## src/rtl/mux_seq_pkg.sv

```systemverilog
// rtl/mux_seq_pkg.sv - shared constants, FSM state type and length clamp for the bank readout sequencer
package mux_seq_pkg;

    localparam int NUM_WORDS = 288;
    localparam int DATA_W    = 16;
    localparam int IDX_W     = 9;

    localparam logic [IDX_W:0] MAX_LEN = (IDX_W+1)'(NUM_WORDS);

    typedef enum logic [1:0] {
        IDLE,
        RUN,
        DRAIN
    } state_t;

    typedef struct packed {
        logic [IDX_W:0] len;
        logic           err;
    } clamp_t;

    // Zero or oversize requests read the whole bank and flag the error.
    function automatic clamp_t clamp_len(input logic [IDX_W:0] len);
        clamp_t r;
        r.err = (len == '0) || (len > MAX_LEN);
        r.len = r.err ? MAX_LEN : len;
        return r;
    endfunction

endpackage

```

## src/rtl/stream_out_reg.sv

```systemverilog
// rtl/stream_out_reg.sv - single-stage valid/ready output register with load strobe and clear
import mux_seq_pkg::*;

module stream_out_reg (
    input  logic              clk,
    input  logic              rst,
    input  logic              clear,
    input  logic              load,
    input  logic [DATA_W-1:0] load_data,
    input  logic              load_last,
    input  logic              ready,
    output logic [DATA_W-1:0] data,
    output logic              valid,
    output logic              last
);

    always_ff @(posedge clk) begin
        if (rst || clear) begin
            data  <= '0;
            valid <= 1'b0;
            last  <= 1'b0;
        end else if (load) begin
            data  <= load_data;
            valid <= 1'b1;
            last  <= load_last;
        end else if (valid && ready) begin
            valid <= 1'b0;
        end
    end

endmodule

```

## src/rtl/mux_seq_ctrl.sv

```systemverilog
// rtl/mux_seq_ctrl.sv - drives the bank word-select index and streams the selected words out
import mux_seq_pkg::*;

module mux_seq_ctrl (
    input  logic              clk,
    input  logic              rst,
    input  logic              start,
    input  logic              abort,
    input  logic [IDX_W:0]    len,
    output logic [IDX_W-1:0]  sel,
    input  logic [DATA_W-1:0] sel_data,
    output logic              bank_hold,
    output logic [DATA_W-1:0] out_data,
    output logic              out_valid,
    input  logic              out_ready,
    output logic              out_last,
    output logic              busy,
    output logic              done,
    output logic              len_err
);

    state_t         state, state_nxt;
    logic [IDX_W-1:0] sel_nxt;
    logic [IDX_W:0] cnt_len, cnt_len_nxt;
    logic           done_nxt;
    logic           len_err_nxt;
    logic           load;
    logic           clear;
    logic           at_last;
    clamp_t         clamp;

    assign clamp     = clamp_len(len);
    assign at_last   = ({1'b0, sel} == (cnt_len - (IDX_W+1)'(1)));
    assign busy      = (state != IDLE);
    assign bank_hold = busy;

    always_comb begin
        state_nxt   = state;
        sel_nxt     = sel;
        cnt_len_nxt = cnt_len;
        done_nxt    = 1'b0;
        len_err_nxt = 1'b0;
        load        = 1'b0;
        clear       = 1'b0;
        case (state)
            IDLE: begin
                if (start && !abort) begin
                    state_nxt   = RUN;
                    cnt_len_nxt = clamp.len;
                    len_err_nxt = clamp.err;
                    sel_nxt     = '0;
                end
            end
            RUN: begin
                if (abort) begin
                    state_nxt = IDLE;
                    sel_nxt   = '0;
                    clear     = 1'b1;
                end else if (!out_valid || out_ready) begin
                    load = 1'b1;
                    // sel parks on the final index until the last word is accepted
                    if (at_last) begin
                        state_nxt = DRAIN;
                    end else begin
                        sel_nxt = sel + IDX_W'(1);
                    end
                end
            end
            DRAIN: begin
                if (abort) begin
                    state_nxt = IDLE;
                    sel_nxt   = '0;
                    clear     = 1'b1;
                end else if (out_valid && out_ready) begin
                    state_nxt = IDLE;
                    sel_nxt   = '0;
                    done_nxt  = 1'b1;
                end
            end
            default: begin
                state_nxt = IDLE;
                sel_nxt   = '0;
            end
        endcase
    end

    always_ff @(posedge clk) begin
        if (rst) begin
            state   <= IDLE;
            sel     <= '0;
            cnt_len <= '0;
            done    <= 1'b0;
            len_err <= 1'b0;
        end else begin
            state   <= state_nxt;
            sel     <= sel_nxt;
            cnt_len <= cnt_len_nxt;
            done    <= done_nxt;
            len_err <= len_err_nxt;
        end
    end

    stream_out_reg u_out (
        .clk       (clk),
        .rst       (rst),
        .clear     (clear),
        .load      (load),
        .load_data (sel_data),
        .load_last (at_last),
        .ready     (out_ready),
        .data      (out_data),
        .valid     (out_valid),
        .last      (out_last)
    );

endmodule
```

## config.mk

```make
export PLATFORM = sky130hd
export DESIGN_NAME = mux_seq_ctrl
export DESIGN_NICKNAME = d
export VERILOG_FILES = /design/src/rtl/mux_seq_pkg.sv /design/src/rtl/stream_out_reg.sv /design/src/rtl/mux_seq_ctrl.sv
export SDC_FILE = /design/constraint.sdc
export NUM_CORES = 1
export LEC_CHECK = 0
export ABC_AREA = 1
export BUFFER_PORTS_ARGS = -buffer_cell sky130_fd_sc_hd__buf_4
export CORE_MARGIN = 2
export CORE_UTILIZATION = 56
export CTS_BUF_LIST = sky130_fd_sc_hd__clkbuf_4 sky130_fd_sc_hd__clkbuf_8 sky130_fd_sc_hd__clkbuf_16
export CTS_CLUSTER_DIAMETER = 30
export DETAILED_ROUTE_END_ITERATION = 10
export HOLD_SLACK_MARGIN = 0.03
export PLACE_DENSITY = 0.83
export REMOVE_ABC_BUFFERS = 1
export SLEW_MARGIN = 10
export SYNTH_ARGS = -nofsm -noshare
export SYNTH_HDL_FRONTEND = slang
export SYNTH_SLANG_ARGS = --single-unit
```

## constraint.sdc

```tcl
create_clock -name clk -period 5.2 [get_ports clk]
set_clock_uncertainty 0.15 [all_clocks]
set_input_delay 0.78 -clock clk [delete_from_list [all_inputs] [get_ports clk]]
set_output_delay 0.78 -clock clk [all_outputs]
set_load 0.01 [all_outputs]
```

==> results.md <==
* Status: complete, no violations
* Worst slew pin tran at 0.983 ns
* CP max-delay cell: dfxtp_1
* Antenna violations before repair at 0
* Vias per cell at 5.29
* Leak at 1.37 nW
* Top cells by count, synth: nand2_1 (64), nor2_1 (57), inv_1 (42)
* Clk pin slew, worst setup/hold paths at 0.08 ns
* Chip width at 68.2 um
* Critical path class: reg2reg
* YS warnings at 0
* Tmin final at 2.25 ns
* Area Growth Syn to Fin at 25.8%
* Latest clock arrival within the worst-skew pair at 0.30 ns
* Synth cell types at 31
* Total wire length at 5.80 mm
* Mapped Cells at 349
* Input/output buffers at 61
* Final #Nets at 444
* Inserted Diodes at 0
* Hold Fails Final Rpt at 0
* Largest net degree at the start of global routing at 20
* CORE AREA at 0.00397 mm2
* CTS Buf Count at 5
* Max VDD drop at 210 uV
* DRC errors left at 0
* Mapped Area at 0.00231 mm2
* Critical path's largest stage delay at 0.41 ns
* CTS tree: built
* Grt ovf at 0
* Buf+Inv Stages, Crit Path at 3
* EDFF count, synth at 0
* Vias in the first global route at 2199
* Main area contributors after synthesis: dfxtp_1 (36%), nand2_1 (10%), nor2_1 (9.3%), nand3_1 (7.8%), inv_1 (6.8%)
* Top cell type by total area after synthesis: dfxtp_1
* I/O Pins at 62
* Top cell type's share of synthesized area at 0.356
* RSZ-0062 raised after global routing: no
* Global-route wire length before repair at 9.52 mm
* Avg Cell Area, Syn at 6.61 um2
* DRT Pass-1 Iters at 4
* Post-CTS resize count at 0
* Setup TNS at 0 ns
* Dpl hpwl at 4.40 mm
* Rel. slew slack at 0.345
* CP required at 5.25 ns
* Tightest Hold Check Type: reg2reg
* Async SR Flop Fraction at 0
* # Max-Cap Violations at 0
* Pwr/cell area at 291 mW/mm2
* Die Ht at 68.2 um
* Root buffer cell: clkbuf_8
* Final design utilization at 0.731
* Final period util at 0.434
* GP Congestion at 0.944
* Hold Buf Count CTS at 0
* CP max FO at 9
* Slew Viols, Final at 0
* GRT Total Usage at 0.274
* CP cell instances: inv_1 > ha_1 > inv_1 > nand2_1 > nand3_1 > nand2_1 > nor2_1 > nand3_2 > nor2_4 > nand3_4 > nand2_4 > inv_1 > nor2_1 > nor2_1
* Top_reg_cell synth: dfxtp_1
* Most numerous cell in the Yosys netlist: nand2_1
* Wire per inst at 12.6 um
* Crit. End Element: flip-flop
* Initial DRC count at 133
* Rows at 23
* Starting density of the core at 0.581
* Crit path max-delay family: simple AND/OR/NAND/NOR gates
* Final setup viols at 0
* Worst EP arrival at 2.30 ns
* Post-route ant nets at 0
* H-tree depth at 2
* Fmax at 444 MHz
* Flops & latches, synth at 41
* Startpoint types: flip-flop
* Post-synthesis sequential area ratio at 0.356
* CTS sink count at 41
* CTS max path bufs at 2
* # fillers at 348
* Via count at 2430
* # Post-CTS Setup Buffers at 0
* Die area at 0.00465 mm2
* Layout cells sized above 1 at 0.227
## kinds of logic (layout without fill, tap and decap cells)
kind of cell / after synthesis / after routing / synth area share
buffers and inverters: 54 / 114 / 0.0928
adder cells (fa/ha/maj): 5 / 5 / 0.0271
AND/OR/NAND/NOR: 187 / 187 / 0.371
flip-flops: 41 / 41 / 0.356
XOR/XNOR: 5 / 5 / 0.0190
AO/OA/AOI/OAI: 57 / 57 / 0.134
## placed cells by master (no fill, tap or decap), types with 2 or more instances in the layout
cell type,instances
nand2_1,64
buf_4,61
nor2_1,57
inv_1,42
dfxtp_1,41
nand3_1,36
o21ai_0,30
a21oi_1,21
nor2_2,7
clkbuf_8,6
nor3_1,5
ha_1,5
xor2_1,4
nor4_1,4
inv_2,3
nand3_2,3
or2_2,2
nor2_4,2
nand4_1,2
## where the power goes
| part | switching (W) | internal (W) |
|---|---|---|
| sequential | 0.0000196 | 0.000336 |
| clock | 0.000115 | 0.000162 |
| combinational | 0.000126 | 0.0000858 |
| total | 0.000260 | 0.000583 |
## layout make-up
cell class / instances / area [um2] / area share
flip-flops and latches: 41 / 821 / 0.283
multi-input cells: 254 / 1270 / 0.438
clock buffers: 7 / 90.1 / 0.0310
inverters: 45 / 169 / 0.0582
well taps: 50 / 62.6 / 0.0216
repair buffers: 61 / 458 / 0.158
clock inverters: 1 / 30.0 / 0.0103
## through the flow
stage | instance area [um2] | hold slack [ns] | std cells | setup WS (ns) | power (W)
2_1_floorplan | 2260 | 0.298 | 340 | 3.17 | 0.000493
3_3_place_gp | 2780 | 0.311 | 451 | 2.71 | 0.000566
3_5_place_dp | 2780 | 0.322 | 451 | 2.70 | 0.000572
4_1_cts | 2900 | 0.333 | 459 | 2.94 | 0.000846
5_1_grt | 2900 | 0.355 | 459 | 2.63 | 0.000892
6_report | 2900 | 0.334 | 459 | 2.95 | 0.000844
## tightest hold or removal path, stage by stage, from the launching register on
cell     delay (ns)
dfxtp_1        0.33
nand3_1        0.08
inv_1          0.04
## path summary, 6_finish.rpt
path / startpoint / endpoint / slack, ns / depth (start not counted)
worst max-delay path: cnt_len[0] / sel[0] / 2.95 / 14
worst min-delay path: cnt_len[9] / cnt_len[9] / 0.33 / 2
worst max register to register: cnt_len[0] / sel[0] / 2.95 / 14
worst min register to register: cnt_len[9] / cnt_len[9] / 0.33 / 2
## routing by layer
layer / global-route usage / routed length [um] / vias up / part of all wire
li1: - / - / 1246 / -
met1: 0.341 / 2600 / 1117 / 0.45
met2: 0.467 / 2820 / 62 / 0.49
met3: 0.0724 / 324 / 5 / 0.056
met4: 0.0750 / 61 / 0 / 0.011
met5: 0 / 0 / - / 0
## state kept, by name, summed over array words and instances (netlist names)
register / cells
cnt_len: 10
done: 1
len_err: 1
sel: 9
state: 2
u_out.data: 16
u_out.last: 1
u_out.valid: 1
Note: power is estimated with default switching activity, not from simulation.
